==> src/rtl/muldiv_share_arbiter_if.sv <==
// Request/response bundle between two requesters, the result consumer and
// the shared mult/div arbiter.
//   master : requester/consumer side (drives requests and rsp_ready)
//   slave  : arbiter side (drives req_ready and the registered response)
// WIDTH is the per-requester operand width; buses carry {slice1, slice0}.
interface muldiv_share_arbiter_if #(
  parameter int unsigned WIDTH = 8
) ();
  logic [1:0]         req_valid;
  logic [1:0]         req_ready;
  logic [1:0]         req_op;
  logic [2*WIDTH-1:0] req_a;
  logic [2*WIDTH-1:0] req_b;
  logic               rsp_valid;
  logic               rsp_ready;
  logic               rsp_id;
  logic [2*WIDTH-1:0] rsp_result;
  logic               rsp_div_by_zero;
  logic               busy;

  modport master (
    output req_valid, req_op, req_a, req_b, rsp_ready,
    input  req_ready, rsp_valid, rsp_id, rsp_result, rsp_div_by_zero, busy
  );

  modport slave (
    input  req_valid, req_op, req_a, req_b, rsp_ready,
    output req_ready, rsp_valid, rsp_id, rsp_result, rsp_div_by_zero, busy
  );
endinterface

==> src/rtl/muldiv_share_arbiter.sv <==
// Shares one signed multiply/divide datapath between two requesters.
// Arbitrates in IDLE, latches the winner's operands, runs a fixed-length
// EXEC phase, then holds a registered, ID-tagged result until consumed.
// Ports:
//   clk   - rising-edge clock
//   rst_n - asynchronous active-low reset
//   bus   - slave side of muldiv_share_arbiter_if (requests in, result out)
// Build option:
//   MULDIV_ARB_RR_EN defined   -> round-robin on ties (pointer flips to the
//                                 loser after every accept)
//   MULDIV_ARB_RR_EN undefined -> fixed priority, requester 0 wins ties
module muldiv_share_arbiter #(
  parameter int unsigned WIDTH       = 8,
  parameter int unsigned EXEC_CYCLES = 2
) (
  input logic                    clk,
  input logic                    rst_n,
  muldiv_share_arbiter_if.slave  bus
);
  localparam int unsigned RW    = 2 * WIDTH;
  localparam int unsigned CNT_W = $clog2(EXEC_CYCLES + 1);

  localparam logic [1:0] ST_IDLE = 2'd0;
  localparam logic [1:0] ST_EXEC = 2'd1;
  localparam logic [1:0] ST_RESP = 2'd2;

  logic [1:0]       state_q, state_d;
  logic [CNT_W-1:0] cnt_q, cnt_d;
  logic             op_q, op_d;
  logic             id_q, id_d;
  logic [WIDTH-1:0] a_q, a_d;
  logic [WIDTH-1:0] b_q, b_d;
  logic             rsp_valid_q, rsp_valid_d;
  logic             rsp_id_q, rsp_id_d;
  logic [RW-1:0]    rsp_result_q, rsp_result_d;
  logic             rsp_dbz_q, rsp_dbz_d;
  logic             busy_q, busy_d;

  logic [1:0]       grant_c;
  logic             grant_id_c;

`ifdef MULDIV_ARB_RR_EN
  logic             rr_ptr_q;
`endif

  // Arbitration: grants only in IDLE and never while reset is asserted
  always_comb begin
    grant_c = 2'b00;
`ifdef MULDIV_ARB_RR_EN
    if (&bus.req_valid) grant_c = rr_ptr_q ? 2'b10 : 2'b01;
    else                grant_c = bus.req_valid;
`else
    if (bus.req_valid[0])      grant_c = 2'b01;
    else if (bus.req_valid[1]) grant_c = 2'b10;
`endif
    if ((state_q != ST_IDLE) || !rst_n) grant_c = 2'b00;
    grant_id_c = grant_c[1];
  end

  assign bus.req_ready = grant_c;

`ifdef MULDIV_ARB_RR_EN
  // Preferred requester becomes the one that did not just win
  always_ff @(posedge clk or negedge rst_n) begin
    if (!rst_n)        rr_ptr_q <= 1'b0;
    else if (|grant_c) rr_ptr_q <= ~grant_id_c;
  end
`endif

  // Shared datapath on the latched operands
  logic signed [RW-1:0]    a_ext_c, b_ext_c, prod_c;
  logic signed [WIDTH-1:0] divisor_c, quot_c;
  logic                    b_zero_c;
  logic [RW-1:0]           result_c;

  always_comb begin
    a_ext_c   = $signed({{WIDTH{a_q[WIDTH-1]}}, a_q});
    b_ext_c   = $signed({{WIDTH{b_q[WIDTH-1]}}, b_q});
    prod_c    = a_ext_c * b_ext_c;
    b_zero_c  = (b_q == '0);
    // Substitute 1 for a zero divisor so the divider never sees 0
    divisor_c = b_zero_c ? $signed(WIDTH'(1)) : $signed(b_q);
    quot_c    = $signed(a_q) / divisor_c;
    // Most-negative / -1 wraps back to most-negative
    if ((a_q == {1'b1, {(WIDTH-1){1'b0}}}) && (b_q == '1)) quot_c = $signed(a_q);
    if (!op_q)         result_c = prod_c;
    else if (b_zero_c) result_c = '0;
    else               result_c = {{WIDTH{quot_c[WIDTH-1]}}, quot_c};
  end

  // Next-state and registered-output logic
  always_comb begin
    state_d      = state_q;
    cnt_d        = cnt_q;
    op_d         = op_q;
    id_d         = id_q;
    a_d          = a_q;
    b_d          = b_q;
    rsp_valid_d  = rsp_valid_q;
    rsp_id_d     = rsp_id_q;
    rsp_result_d = rsp_result_q;
    rsp_dbz_d    = rsp_dbz_q;
    busy_d       = busy_q;
    case (state_q)
      ST_IDLE: begin
        if (|grant_c) begin
          op_d    = bus.req_op[grant_id_c];
          id_d    = grant_id_c;
          a_d     = grant_id_c ? bus.req_a[RW-1:WIDTH] : bus.req_a[WIDTH-1:0];
          b_d     = grant_id_c ? bus.req_b[RW-1:WIDTH] : bus.req_b[WIDTH-1:0];
          cnt_d   = '0;
          busy_d  = 1'b1;
          state_d = ST_EXEC;
        end
      end
      ST_EXEC: begin
        // Count preloads to 0 on accept so the response lands EXEC_CYCLES+1 edges later
        if (cnt_q == CNT_W'(EXEC_CYCLES)) begin
          rsp_result_d = result_c;
          rsp_dbz_d    = op_q & b_zero_c;
          rsp_id_d     = id_q;
          rsp_valid_d  = 1'b1;
          cnt_d        = '0;
          state_d      = ST_RESP;
        end else begin
          cnt_d = cnt_q + CNT_W'(1);
        end
      end
      ST_RESP: begin
        if (bus.rsp_ready) begin
          rsp_valid_d = 1'b0;
          busy_d      = 1'b0;
          state_d     = ST_IDLE;
        end
      end
      default: begin
        rsp_valid_d = 1'b0;
        busy_d      = 1'b0;
        cnt_d       = '0;
        state_d     = ST_IDLE;
      end
    endcase
  end

  // State and output registers
  always_ff @(posedge clk or negedge rst_n) begin
    if (!rst_n) begin
      state_q      <= ST_IDLE;
      cnt_q        <= '0;
      op_q         <= 1'b0;
      id_q         <= 1'b0;
      a_q          <= '0;
      b_q          <= '0;
      rsp_valid_q  <= 1'b0;
      rsp_id_q     <= 1'b0;
      rsp_result_q <= '0;
      rsp_dbz_q    <= 1'b0;
      busy_q       <= 1'b0;
    end else begin
      state_q      <= state_d;
      cnt_q        <= cnt_d;
      op_q         <= op_d;
      id_q         <= id_d;
      a_q          <= a_d;
      b_q          <= b_d;
      rsp_valid_q  <= rsp_valid_d;
      rsp_id_q     <= rsp_id_d;
      rsp_result_q <= rsp_result_d;
      rsp_dbz_q    <= rsp_dbz_d;
      busy_q       <= busy_d;
    end
  end

  assign bus.rsp_valid       = rsp_valid_q;
  assign bus.rsp_id          = rsp_id_q;
  assign bus.rsp_result      = rsp_result_q;
  assign bus.rsp_div_by_zero = rsp_dbz_q;
  assign bus.busy            = busy_q;
endmodule

==> src/flat_wrapper.sv <==
// flat-port wrapper written by rule: the top's interface ports become plain ports
module muldiv_share_arbiter_flat 
#(
  parameter int unsigned WIDTH       = 8,
  parameter int unsigned EXEC_CYCLES = 2
)
  (clk, rst_n, bus_req_valid, bus_req_op, bus_req_a, bus_req_b, bus_rsp_ready, bus_req_ready, bus_rsp_valid, bus_rsp_id, bus_rsp_result, bus_rsp_div_by_zero, bus_busy);
  muldiv_share_arbiter_if #(.WIDTH(WIDTH)) bus_i ();
  input logic clk;
  input logic rst_n;
  input wire logic [$bits(bus_i.req_valid)-1:0] bus_req_valid;
  input wire logic [$bits(bus_i.req_op)-1:0] bus_req_op;
  input wire logic [$bits(bus_i.req_a)-1:0] bus_req_a;
  input wire logic [$bits(bus_i.req_b)-1:0] bus_req_b;
  input wire logic [$bits(bus_i.rsp_ready)-1:0] bus_rsp_ready;
  output wire logic [$bits(bus_i.req_ready)-1:0] bus_req_ready;
  output wire logic [$bits(bus_i.rsp_valid)-1:0] bus_rsp_valid;
  output wire logic [$bits(bus_i.rsp_id)-1:0] bus_rsp_id;
  output wire logic [$bits(bus_i.rsp_result)-1:0] bus_rsp_result;
  output wire logic [$bits(bus_i.rsp_div_by_zero)-1:0] bus_rsp_div_by_zero;
  output wire logic [$bits(bus_i.busy)-1:0] bus_busy;
  assign bus_i.req_valid = bus_req_valid;
  assign bus_i.req_op = bus_req_op;
  assign bus_i.req_a = bus_req_a;
  assign bus_i.req_b = bus_req_b;
  assign bus_i.rsp_ready = bus_rsp_ready;
  assign bus_req_ready = bus_i.req_ready;
  assign bus_rsp_valid = bus_i.rsp_valid;
  assign bus_rsp_id = bus_i.rsp_id;
  assign bus_rsp_result = bus_i.rsp_result;
  assign bus_rsp_div_by_zero = bus_i.rsp_div_by_zero;
  assign bus_busy = bus_i.busy;
  muldiv_share_arbiter #(.WIDTH(WIDTH), .EXEC_CYCLES(EXEC_CYCLES)) u_core (.clk(clk), .rst_n(rst_n), .bus(bus_i));
endmodule
==> config.mk <==
export PLATFORM = sky130hd
export DESIGN_NAME = muldiv_share_arbiter_flat
export DESIGN_NICKNAME = d
export VERILOG_FILES = /design/src/rtl/muldiv_share_arbiter_if.sv /design/src/rtl/muldiv_share_arbiter.sv /design/src/flat_wrapper.sv
export SDC_FILE = /design/constraint.sdc
export NUM_CORES = 1
export LEC_CHECK = 0
export CAP_MARGIN = 20
export CORE_MARGIN = 2
export CORE_UTILIZATION = 35
export DETAILED_ROUTE_END_ITERATION = 7
export PLACE_DENSITY_LB_ADDON = 0.05
export SYNTH_ARGS = -nofsm -noshare
export SYNTH_HDL_FRONTEND = slang
export SYNTH_SLANG_ARGS = --single-unit
==> constraint.sdc <==
create_clock -name clk -period 18.8 [get_ports clk]
set_input_delay 2.82 -clock clk [delete_from_list [all_inputs] [get_ports clk]]
set_output_delay 2.82 -clock clk [all_outputs]
set_load 0.01 [all_outputs]
Word level (Yosys, flattened, before mapping)
Index checks and enable logic that the tools add are counted.
{ "word_totals": {"regBits": 42, "in_bits": 39, "out_inout_bits": 22, "elab_cells": 63} }
{ "classes": {"addsub": 1, "mul": 1, "div": 1, "magnitude_cmp": 1, "eq_ne": 8, "muxes": 23, "bitwise_logic": 4, "reduce_logical": 13} }
{ "op_table": {"columns": ["operator", "n"], "rows": [
  ["2-to-1 mux 16 bit", 2],
  ["2-to-1 mux 8 bit", 4],
  ["equality test 8 bit (second input constant)", 2],
  ["multiplier 8 x 8 -> 16 bit", 1],
  ["2-to-1 mux 2 bit", 8],
  ["case mux 2 bit (3 select lines)", 2],
  ["AND reduction 3 bit", 3],
  ["divider 8 x 8 -> 8 bit", 1],
  ["zero test 8 bit", 1],
  ["case mux 1 bit (3 select lines)", 2],
  ["AND reduction 2 bit", 3],
  ["2-to-1 mux 1 bit", 5],
  ["equality test 2 bit (second input constant)", 2],
  ["inequality test 2 x 1 -> 1 bit (second input constant)", 2],
  ["NOT 1 bit", 3],
  ["adder 2 x 1 -> 2 bit (second input constant)", 1],
  ["equality test 2 x 1 -> 1 bit (second input constant)", 1],
  ["zero test 2 bit", 1],
  ["< comparator 1 x 2 -> 1 bit (second input constant)", 1],
  ["inequality test 2 bit (second input constant)", 1],
  ["nonzero test 2 bit", 1],
  ["OR reduction 2 bit", 1],
  ["AND 1 bit", 1],
  ["logical AND 1 bit", 1],
  ["other kinds (2)", 2]
]} }

Depth between registers and ports, before layout
{ "depth": {"ltp_word": 6, "mapped_depth": 61, "depth_no_buf": 60} }

Least setup slack after synthesis
Ideal clock, no wire load.
{ "synth_timing": {"path_type": "register -> register", "start": "register u_core.b_q[7]", "end": "register u_core.rsp_result_q[10] (netlist: u_core.bus.rsp_result[10])", "setup_ps": 67, "t_arrival_ps": 13299, "t_required_ps": 18733, "path_slack_ps": 5434, "stages_incl_launch_ff": 56, "n_path_buf": 1, "synth_period_minus_slack_ps": 13366, "path_cell_list": "dfrtp_1 > buf_2 > nor3_1 > nand3_1 > nand2b_1 > inv_1 > ha_1 > and4bb_2 > a211oi_4 > o311ai_4 > nor3_1 > a21oi_1 > a21oi_1 > ha_1 > or4b_2 > o311ai_0 > nand3_1 > and2_1 > [20 not listed] > a2111oi_0 > nor2_1 > mux2_2 > ha_1 > o21ai_0 > o21ai_0 > nand4b_1 > nand2_1 > mux2_2 > ha_1 > a21o_1 > a21oi_1 > o31ai_1 > a31o_2 > nor4_1 > mux2_4 > a211oi_4 > o22a_1"} }
{ "synth_between": {"elab_chain_len": 6, "elab_cells_between_ends": 9, "cone_classes": "1 x mul; 1 x div; 1 x eq/ne; 4 x mux; 2 x reduce/logical"} }
{ "synth_rtl": {"columns": ["element", "line_no", "rtl"], "rows": [
  ["start: declaration", "muldiv_share_arbiter.sv:32", "logic [WIDTH-1:0] b_q, b_d;"],
  ["start signal: assignment", "muldiv_share_arbiter.sv:153", "b_q <= '0;"],
  ["start signal: assignment", "muldiv_share_arbiter.sv:165", "b_q <= b_d;"],
  ["zero test 8 bit", "muldiv_share_arbiter.sv:80", "b_zero_c = (b_q == '0);"],
  ["2-to-1 mux 8 bit", "muldiv_share_arbiter.sv:82", "divisor_c = b_zero_c ? $signed(WIDTH'(1)) : $signed(b_q);"],
  ["divider 8 x 8 -> 8 bit", "muldiv_share_arbiter.sv:83", "quot_c = $signed(a_q) / divisor_c;"],
  ["2-to-1 mux 8 bit", "muldiv_share_arbiter.sv:85", "if ((a_q == {1'b1, {(WIDTH-1){1'b0}}}) && (b_q == '1)) quot_c = $signed(a_q);"],
  ["2-to-1 mux 16 bit", "muldiv_share_arbiter.sv:87", "else if (b_zero_c) result_c = '0;"],
  ["2-to-1 mux 16 bit *", "muldiv_share_arbiter.sv:86", "if (!op_q) result_c = prod_c;"],
  ["end signal: assignment", "muldiv_share_arbiter.sv:168", "rsp_result_q <= rsp_result_d;"],
  ["end: declaration", "muldiv_share_arbiter.sv:35", "logic [RW-1:0] rsp_result_q, rsp_result_d;"]
]} }
Mark *: on every way between the ends. The rest lies on a longest branch, timed or not.
A chain may end at the register's enable or synchronous reset.

Worst setup path in the final report
Same ends and word-level chain as after synthesis.

==> impl_results.rst <==
.. list-table::
   :header-rows: 1

   * - Metric
     - Value
   * - Outcome
     - complete, no violations
   * - Pin count of the biggest net entering global routing
     - 47
   * - Sequential-to-total area share from yosys stat
     - 0.161
   * - Last weighted congestion value of the routability-driven placer
     - just under 0.9
   * - Row count
     - 49
   * - Post-CTS setup buffers
     - 0
   * - CTS HTree Levels
     - 2
   * - Number of clock sinks
     - 42
   * - Type of the worst min-delay path
     - register to register
   * - Max-slew headroom
     - 0.453
   * - Clock insertion delay at the later pin of the skew report
     - just under 300 ps
   * - First-pass detailed-route iteration total
     - 4
   * - Top FF cell, synth
     - dfrtp_1
   * - Remaining Overflow, GRT
     - 0
   * - Post-Synthesis Mean Instance Area
     - between 8 and 9 um2
   * - Total negative slack for setup checks
     - 0 ps
   * - Placeable core area
     - roughly 18000 um2
   * - Total global routing track utilization
     - 0.195
   * - CTS tree
     - done
   * - Quantity of I/O buffers inserted on ports
     - 60
   * - Fraction of synthesized cell area taken by the top area cell type
     - 0.169
   * - Total of warnings raised by yosys
     - 0
   * - Area of the die
     - around 20000 um2
   * - Worst Path Required
     - between 15000 and 20000 ps
   * - Top cell type by total area after synthesis
     - fa_1
   * - DRT antenna net count
     - 0
   * - Finished Core Util
     - 0.414
   * - Per-cell via count in the routed design
     - between 5 and 6
   * - CTS Hold Buffers Added
     - 0
   * - Total of flip-flops plus latches after synthesis
     - 42
   * - Most used standard cell by instance count after synthesis
     - inv_1
   * - DRC Markers
     - 0
   * - Critical Path Sink Type
     - register
   * - I/O pins
     - between 60 and 70
   * - Clock skew
     - between 8 and 9 ps
   * - First-pass GRT wire length
     - 30.7 mm
   * - Total length of routed wires
     - between 15 and 20 mm
   * - Slew at the pin closest to its max-slew limit
     - 817 ps
   * - Final antenna diode count
     - 0
   * - Unrepaired setup endpoints after global routing
     - false
   * - Most frequent cells after synthesis
     - 93 x inv_1, 70 x ha_1, 70 x nand2_1, 55 x fa_1, 46 x o21ai_0
   * - Area growth syn-to-layout
     - 15.0%
   * - Number of antenna violations at the first check in global routing
     - 0
   * - Dpl hpwl
     - ~14 mm
   * - Share of the clock period used by the worst path
     - 0.831
   * - Share of synthesized registers carrying an async set or reset
     - 1.00
   * - Clock edge transition at the registers on the reported setup and hold paths
     - 70 ps
   * - Height of the die
     - 140 um
   * - Worst path arrival time
     - ~16000 ps
   * - Cells taking the most area after synthesis
     - fa_1 17%, dfrtp_1 16%, ha_1 13%
   * - Number of setup violations in the final report
     - 0
   * - Number of global-route vias before repair
     - approximately 5.8k
   * - Net count of the finished layout
     - between 900 and 1k
   * - Kind of start point of the critical path
     - register
   * - Total count of max-transition violations in the final report
     - 0
   * - Number of hold violations in the final report
     - 0
   * - Maximum capacitance violations
     - 0
   * - Maximum operating frequency
     - around 64 MHz
   * - Effective utilization at floorplan
     - 0.360
   * - Wirelength per Cell
     - roughly 18 um
   * - Cell family contributing the most delay on the critical path
     - compound AO/OA/AOI/OAI gates
   * - Root buffer cell
     - clkbuf_16
   * - Overall die width
     - between 100 and 150 um
   * - Iteration-0 DRC count of the detailed router
     - around 270
   * - Inserted Clock Buffers
     - 5
   * - Detailed-route via count
     - approximately 5.5k
   * - Fraction of layout instances using a drive strength above 1
     - 0.0698
   * - Master of the slowest instance on the critical path
     - nor3_1
   * - Mapped Cells
     - ~760
   * - Number of nets produced by synthesis
     - 922
   * - Post-CTS Resized
     - 0
   * - Delay contributed by the slowest stage of the critical path
     - roughly 680 ps
   * - Most numerous cell on the critical path
     - ha_1
   * - Buffers & Inverters on Critical Path
     - 2
   * - Number of synthesized flops with an enable pin
     - 0
   * - Minimum clock period
     - around 16000 ps
   * - Maximum root-to-sink buffer count
     - 2
   * - Post-Syn Area
     - around 6500 um2
   * - Worst setup path class
     - register to register
   * - Distinct cells, synth
     - slightly above 70
   * - Critical-path maximum fanout
     - 23
sequential cells by signal (all words and copies together), names as in the netlist:
name	count
u_core.id_q	1
u_core.b_q	8
u_core.a_q	8
u_core.bus.rsp_id	1
u_core.bus.busy	1
u_core.bus.rsp_valid	1
u_core.bus.rsp_result	16
u_core.bus.rsp_div_by_zero	1
u_core.state_q	2
u_core.cnt_q	2
u_core.op_q	1
worst min-delay path: cells and delay by family, from the launching register on:
family	cells	cell delay [ps]
flip-flops	1	340
AND/OR/NAND/NOR	2	100
final cells by class:
cell class,count,area (um2)
clock inverter,3,43.8
sequential,42,1050
clock buffer,5,125
tap,229,287
multi-input combinational,594,5000
timing repair buffer,65,633
fill,1845,10600
inverter,93,349
cells in the final DEF, fill, tap and decap left out, drive strengths merged, types with 3 or more instances in the layout:
cell type,instances
clkdlybuf4s50,59
nand3,9
fa,55
o21ai,47
buf,6
o21a,9
mux2i,5
and2,38
ha,70
a21oi,26
and3,6
a31oi,8
a21o,6
nand4,3
xor2,10
inv,94
nand2b,12
xnor2,26
a22oi,18
nor3,20
o22a,9
clkbuf,5
nor2,44
mux2,15
a211oi,6
dfrtp,42
nor3b,3
or3,9
nand2,70
o2111ai,3
nand3b,3
o31ai,7
o41ai,5
or2,4
nor2b,12
nor4,8
metrics by stage:
step	hold WS (ps)	instances	instance area (um2)	setup slack, ps
6_report	477	1031	7490	3180
5_1_grt	515	1031	7490	1820
4_1_cts	487	1031	7490	3070
3_5_place_dp	461	1023	7320	3110
3_3_place_gp	460	1023	7320	3530
2_1_floorplan	440	758	6520	5430
final timing paths:
kind,cells after the start,end,from,slack [ps]
min reg2reg,2,u_core.bus.rsp_id$_DFFE_PN0P_,u_core.id_q$_DFFE_PN0P_,480
min,2,u_core.bus.rsp_id$_DFFE_PN0P_,u_core.id_q$_DFFE_PN0P_,480
max,54,u_core.bus.rsp_result[10]$_DFFE_PN0P_,u_core.b_q[7]$_DFFE_PN0P_,3180
max reg2reg,54,u_core.bus.rsp_result[10]$_DFFE_PN0P_,u_core.b_q[7]$_DFFE_PN0P_,3180
min in group asynchronous,2,u_core.cnt_q[1]$_DFFE_PN0P_,rst_n,2610
max in group asynchronous,2,u_core.bus.rsp_result[8]$_DFFE_PN0P_,rst_n,15760
metal layers:
| layer | global-route usage | part of all wire | wire length, um |
|---|---|---|---|
| met5 | 0 | 0 | 0 |
| met2 | 0.342 | 0.50 | 9240 |
| met1 | 0.264 | 0.46 | 8590 |
| met3 | 0.0157 | 0.028 | 519 |
| met4 | 0.0383 | 0.011 | 213 |
cell families after synthesis:
kind of cell               count (synthesis)  synth area share
DFF                                       42             0.161
buffers and inverters                    122            0.0716
muxes                                     20            0.0348
xor gates and xnor gates                  36            0.0484
AOI/OAI and AO/OA                        162             0.175
adders and majority gates                125             0.303
and+or+nand+nor                          251             0.206
Power is left out: the tool's default activity adds up to more than one toggle a clock period on the data nets, which glitch-free logic cannot reach.
==> RTL change 1, RTL diff (config.mk and constraints unchanged) <==
`EXEC_CYCLES` is set to 2 in 2 places; all go to 4.
--- a/src/rtl/muldiv_share_arbiter.sv
+++ b/src/rtl/muldiv_share_arbiter.sv
@@ -11,7 +11,7 @@
 //   MULDIV_ARB_RR_EN undefined -> fixed priority, requester 0 wins ties
 module muldiv_share_arbiter #(
   parameter int unsigned WIDTH       = 8,
-  parameter int unsigned EXEC_CYCLES = 2
+  parameter int unsigned EXEC_CYCLES = 4
 ) (
   input logic                    clk,
   input logic                    rst_n,
--- a/src/flat_wrapper.sv
+++ b/src/flat_wrapper.sv
@@ -2,7 +2,7 @@
 module muldiv_share_arbiter_flat 
 #(
   parameter int unsigned WIDTH       = 8,
-  parameter int unsigned EXEC_CYCLES = 2
+  parameter int unsigned EXEC_CYCLES = 4
 )
   (clk, rst_n, bus_req_valid, bus_req_op, bus_req_a, bus_req_b, bus_rsp_ready, bus_req_ready, bus_rsp_valid, bus_rsp_id, bus_rsp_result, bus_rsp_div_by_zero, bus_busy);
   muldiv_share_arbiter_if #(.WIDTH(WIDTH)) bus_i ();
Check against the original RTL: not equivalent (a bounded check fails within 10 cycles, from zero or initial values and one cycle with rst_n low).
==> RTL change 1 against the original RTL <==
Setup slack improved by 0.30 ns; die area fell by 0.92%; synthesized area shrank 0.94%; routed wire length rose by 2.2%; cell area is 0.89% lower; cell count fell by 0.48%; sequential cell count up 1; critical path type unchanged; largest cell class unchanged.
Power is left out: the tool's default activity adds up to more than one toggle a clock period on the data nets, which glitch-free logic cannot reach.
==> RTL change 1: results (changes against the original RTL) <==
status completed (unchanged); first-pass GRT wire length 30600 um (was 30700 um); via/cell ratio 5.35 (was 5.34); reg2reg path depth 56 (was 54); Met2 Wirelength 9750 um (was 9240 um); Cells after DPL 1018 (was 1023); largest net degree at the start of global routing 48 (was 47); syn nets 921 (was 922); GRT met3 Usage 1.89% (was 1.57%); DRT Wirelength 19000 um (was 18600 um); Layout Skew 0.00890 ns (was 0.00840 ns); Final period util 81.5% (was 83.1%); pre-CTS WS 3.64 ns (was 3.11 ns); fin cells 1026 (was 1031); Worst Path Max Fanout 15 (was 23); Final #Nets 962 (was 965); Worst Max-Slew Pin Slew 1.11 ns (was 0.817 ns); proportion of synthesized chip area in sequential cells 16.7% (was 16.1%); CP max stage cell dfrtp_1 (was nor3_1); setup slack, reg-to-reg 3.49 ns (was 3.18 ns); Worst Hold Path EP u_core.bus.busy$_DFFE_PN0P_ (was u_core.bus.rsp_id$_DFFE_PN0P_); grt met2 use 35.6% (was 34.2%); synth top area cells fa_1, dfrtp_1, ha_1 (unchanged); Worst R2R End u_core.bus.rsp_result[14]$_DFFE_PN0P_ (was u_core.bus.rsp_result[10]$_DFFE_PN0P_); syn avg cell area 8.55 um^2 (was 8.59 um^2); Post-Place Cell Area 7260 um^2 (was 7320 um^2)
==> RTL change 1: cell types whose count changed after synthesis, moves of 7 or more <==
cell / before / now
nand2_1: 70 / 83
inv_1: 93 / 79
xnor2_1: 26 / 35
o22a_1: 9 / 1
nor3_1: 18 / 11
a22oi_1: 18 / 26
nor2_1: 41 / 48
==> RTL change 1: cells by family after synthesis <==
logic type,Yosys count,synth area share (%)
compound gates,167,17.9
xor+xnor,48,6.51
fa+ha+maj,127,31.0
buf+inv,112,6.65
flops,43,16.7
mux,16,2.71
simple gates,242,18.5
==> RTL change 1: cell type report <==
cell class / instances / area, um^2
Sequential cell: 43 / 1080
Fill cell: 1853 / 10600
Tap cell: 229 / 287
Inverter: 79 / 297
Timing Repair Buffer: 67 / 648
Clock inverter: 3 / 43.8
Clock buffer: 5 / 125
Multi-Input combinational cell: 600 / 4950
==> RTL change 2, RTL diff (config.mk and constraints unchanged) <==
Made on the original files. `a_q`, `b_q` and `rsp_result_q` no longer have a reset.
--- a/src/rtl/muldiv_share_arbiter.sv
+++ b/src/rtl/muldiv_share_arbiter.sv
@@ -149,11 +149,8 @@
       cnt_q        <= '0;
       op_q         <= 1'b0;
       id_q         <= 1'b0;
-      a_q          <= '0;
-      b_q          <= '0;
       rsp_valid_q  <= 1'b0;
       rsp_id_q     <= 1'b0;
-      rsp_result_q <= '0;
       rsp_dbz_q    <= 1'b0;
       busy_q       <= 1'b0;
     end else begin
@@ -161,14 +158,17 @@
       cnt_q        <= cnt_d;
       op_q         <= op_d;
       id_q         <= id_d;
-      a_q          <= a_d;
-      b_q          <= b_d;
       rsp_valid_q  <= rsp_valid_d;
       rsp_id_q     <= rsp_id_d;
-      rsp_result_q <= rsp_result_d;
       rsp_dbz_q    <= rsp_dbz_d;
       busy_q       <= busy_d;
     end
+  end
+
+  always_ff @(posedge clk) begin
+    a_q          <= a_d;
+    b_q          <= b_d;
+    rsp_result_q <= rsp_result_d;
   end
 
   assign bus.rsp_valid       = rsp_valid_q;
Behaviour: not the same (Yosys sat finds a counterexample within 10 cycles, from zero or initial values and one cycle with rst_n low; the reset may be asserted at any time).
==> RTL change 2 against the original RTL <==
Via count fell by 8.9%; largest cell class unchanged; sequential cell count unchanged; setup slack worse by 0.059 ns; synthesized area fell by 3.1%; highest routed layer unchanged; clock skew grew 0.0027 ns; routed wire length shrank 13%; critical endpoint is now u_core.bus.rsp_result[8]$_DFFE_PP_; global-route usage decreased by 2.4 points; cell area down 2.7%; fmax fell by 0.38%.
Power is not shown: default switching activity piles up to over one toggle a cycle in this logic, so the estimate is an artifact.
==> RTL change 2: results (changes against the original RTL) <==
status completed (unchanged); share of cells above drive strength 1 7.25% (was 6.98%); multiplexer share of the synthesized area 6.10% (was 3.48%); fin cells 974 (was 1031); total track usage 17.1% (was 19.5%); synth top area cells fa_1, edfxtp_1, ha_1 (was fa_1, dfrtp_1, ha_1); Post-Synth Adder-Cell Area 31.3% (was 30.3%); DRT Pass-1 Iters 5 (was 4); via/cell ratio 5.15 (was 5.34); largest net degree at the start of global routing 24 (was 47); Clock Latency Late Sink 0.31 ns (was 0.29 ns); CP max stage cell edfxtp_1 (was nor3_1); main flop type after synthesis edfxtp_1 (was dfrtp_1); Compound-Gate Fraction of Synth Area 13.2% (was 17.5%); fillcell total 1773 (was 1845); slowest stage delay, CP 0.65 ns (was 0.68 ns); GP Congestion 0.829 (was 0.867); vias in the first global route 5119 (was 5811); Netlist cell types 62 (was 71); Final #Nets 908 (was 965); DP HPWL 12900 um (was 14400 um); first-pass GRT wire length 26400 um (was 30700 um); number of synthesized flops with an enable pin 32 (was 0); initial DRC count 275 (was 269); slew margin rel. 33.6% (was 45.3%); proportion of synthesized chip area in sequential cells 19.2% (was 16.1%)
[RTL change 2: cell types whose count changed after synthesis, moves of 7 or more]
cell / before / now
mux2_2: 13 / 24
o22ai_1: 1 / 8
dfrtp_1: 42 / 10
nand2_1: 70 / 52
o22a_1: 9 / 1
a22oi_1: 18 / 1
edfxtp_1: 0 / 32
o21ai_1: 1 / 10
o21ai_0: 46 / 29
a21oi_1: 25 / 18
[RTL change 2: cells by family (layout without fill, tap and decap cells)]
group | after synthesis | in the layout
AO/OA/AOI/OAI | 126 | 126
XOR/XNOR | 39 | 39
adder cells (fa/ha/maj) | 125 | 125
buffers and inverters | 118 | 166
flip-flops | 42 | 42
multiplexers | 35 | 35
AND/OR/NAND/NOR | 212 | 212
[RTL change 2: routing by layer]
| layer | vias to the layer above | global-route usage (%) | part of all wire (%) | routed length, um |
|---|---|---|---|---|
| met1 | 2410 | 25.1 | 50 | 8110 |
| met3 | 8 | 2.46 | 4.1 | 658 |
| met4 | 0 | 3.06 | 0.78 | 126 |
| met5 | - | 0 | 0 | 0 |
| met2 | 108 | 27.1 | 45 | 7240 |
| li1 | 2489 | - | - | - |
[RTL change 2: critical path, delay by kind of cell, from the launching register on]
| kind | cells | cell delay, ns |
|---|---|---|
| compound gates | 26 | 6.19 |
| fa+ha+maj | 8 | 2.33 |
| buf+inv | 3 | 0.65 |
| flops | 1 | 0.65 |
| mux | 3 | 0.93 |
| simple gates | 19 | 4.59 |
[RTL change 2: final timing paths]
path                                             startpoint                            endpoint  slack (ns)  cells after the start
worst max-delay path                u_core.b_q[2]$_DFFE_PP_  u_core.bus.rsp_result[8]$_DFFE_PP_        3.13                     59
worst min-delay path            u_core.bus.busy$_DFFE_PN0P_         u_core.bus.busy$_DFFE_PN0P_        0.49                      2
worst max register to register      u_core.b_q[2]$_DFFE_PP_  u_core.bus.rsp_result[8]$_DFFE_PP_        3.13                     59
worst min register to register  u_core.bus.busy$_DFFE_PN0P_         u_core.bus.busy$_DFFE_PN0P_        0.49                      2
max in group asynchronous                             rst_n             u_core.op_q$_DFFE_PN0P_       15.63                      1
min in group asynchronous                             rst_n         u_core.bus.busy$_DFFE_PN0P_        2.84                      1
[RTL change 2: cell type report]
type	count	area share (%)
tap	229	3.93
inverter	92	4.74
timing repair buffer	66	8.86
clock buffer	5	1.72
sequential	42	16.6
clock inverter	3	0.275
multi-input combinational	537	63.9
[RTL change 2: through the flow]
step,setup slack (ns),hold WS [ns],util [%]
after CTS,3.30,0.499,40.8
after global placement,3.98,0.477,40.0
after floorplan,5.07,0.457,-
after detailed placement,3.38,0.475,40.0
after global routing,1.86,0.514,40.9
final,3.13,0.491,40.9
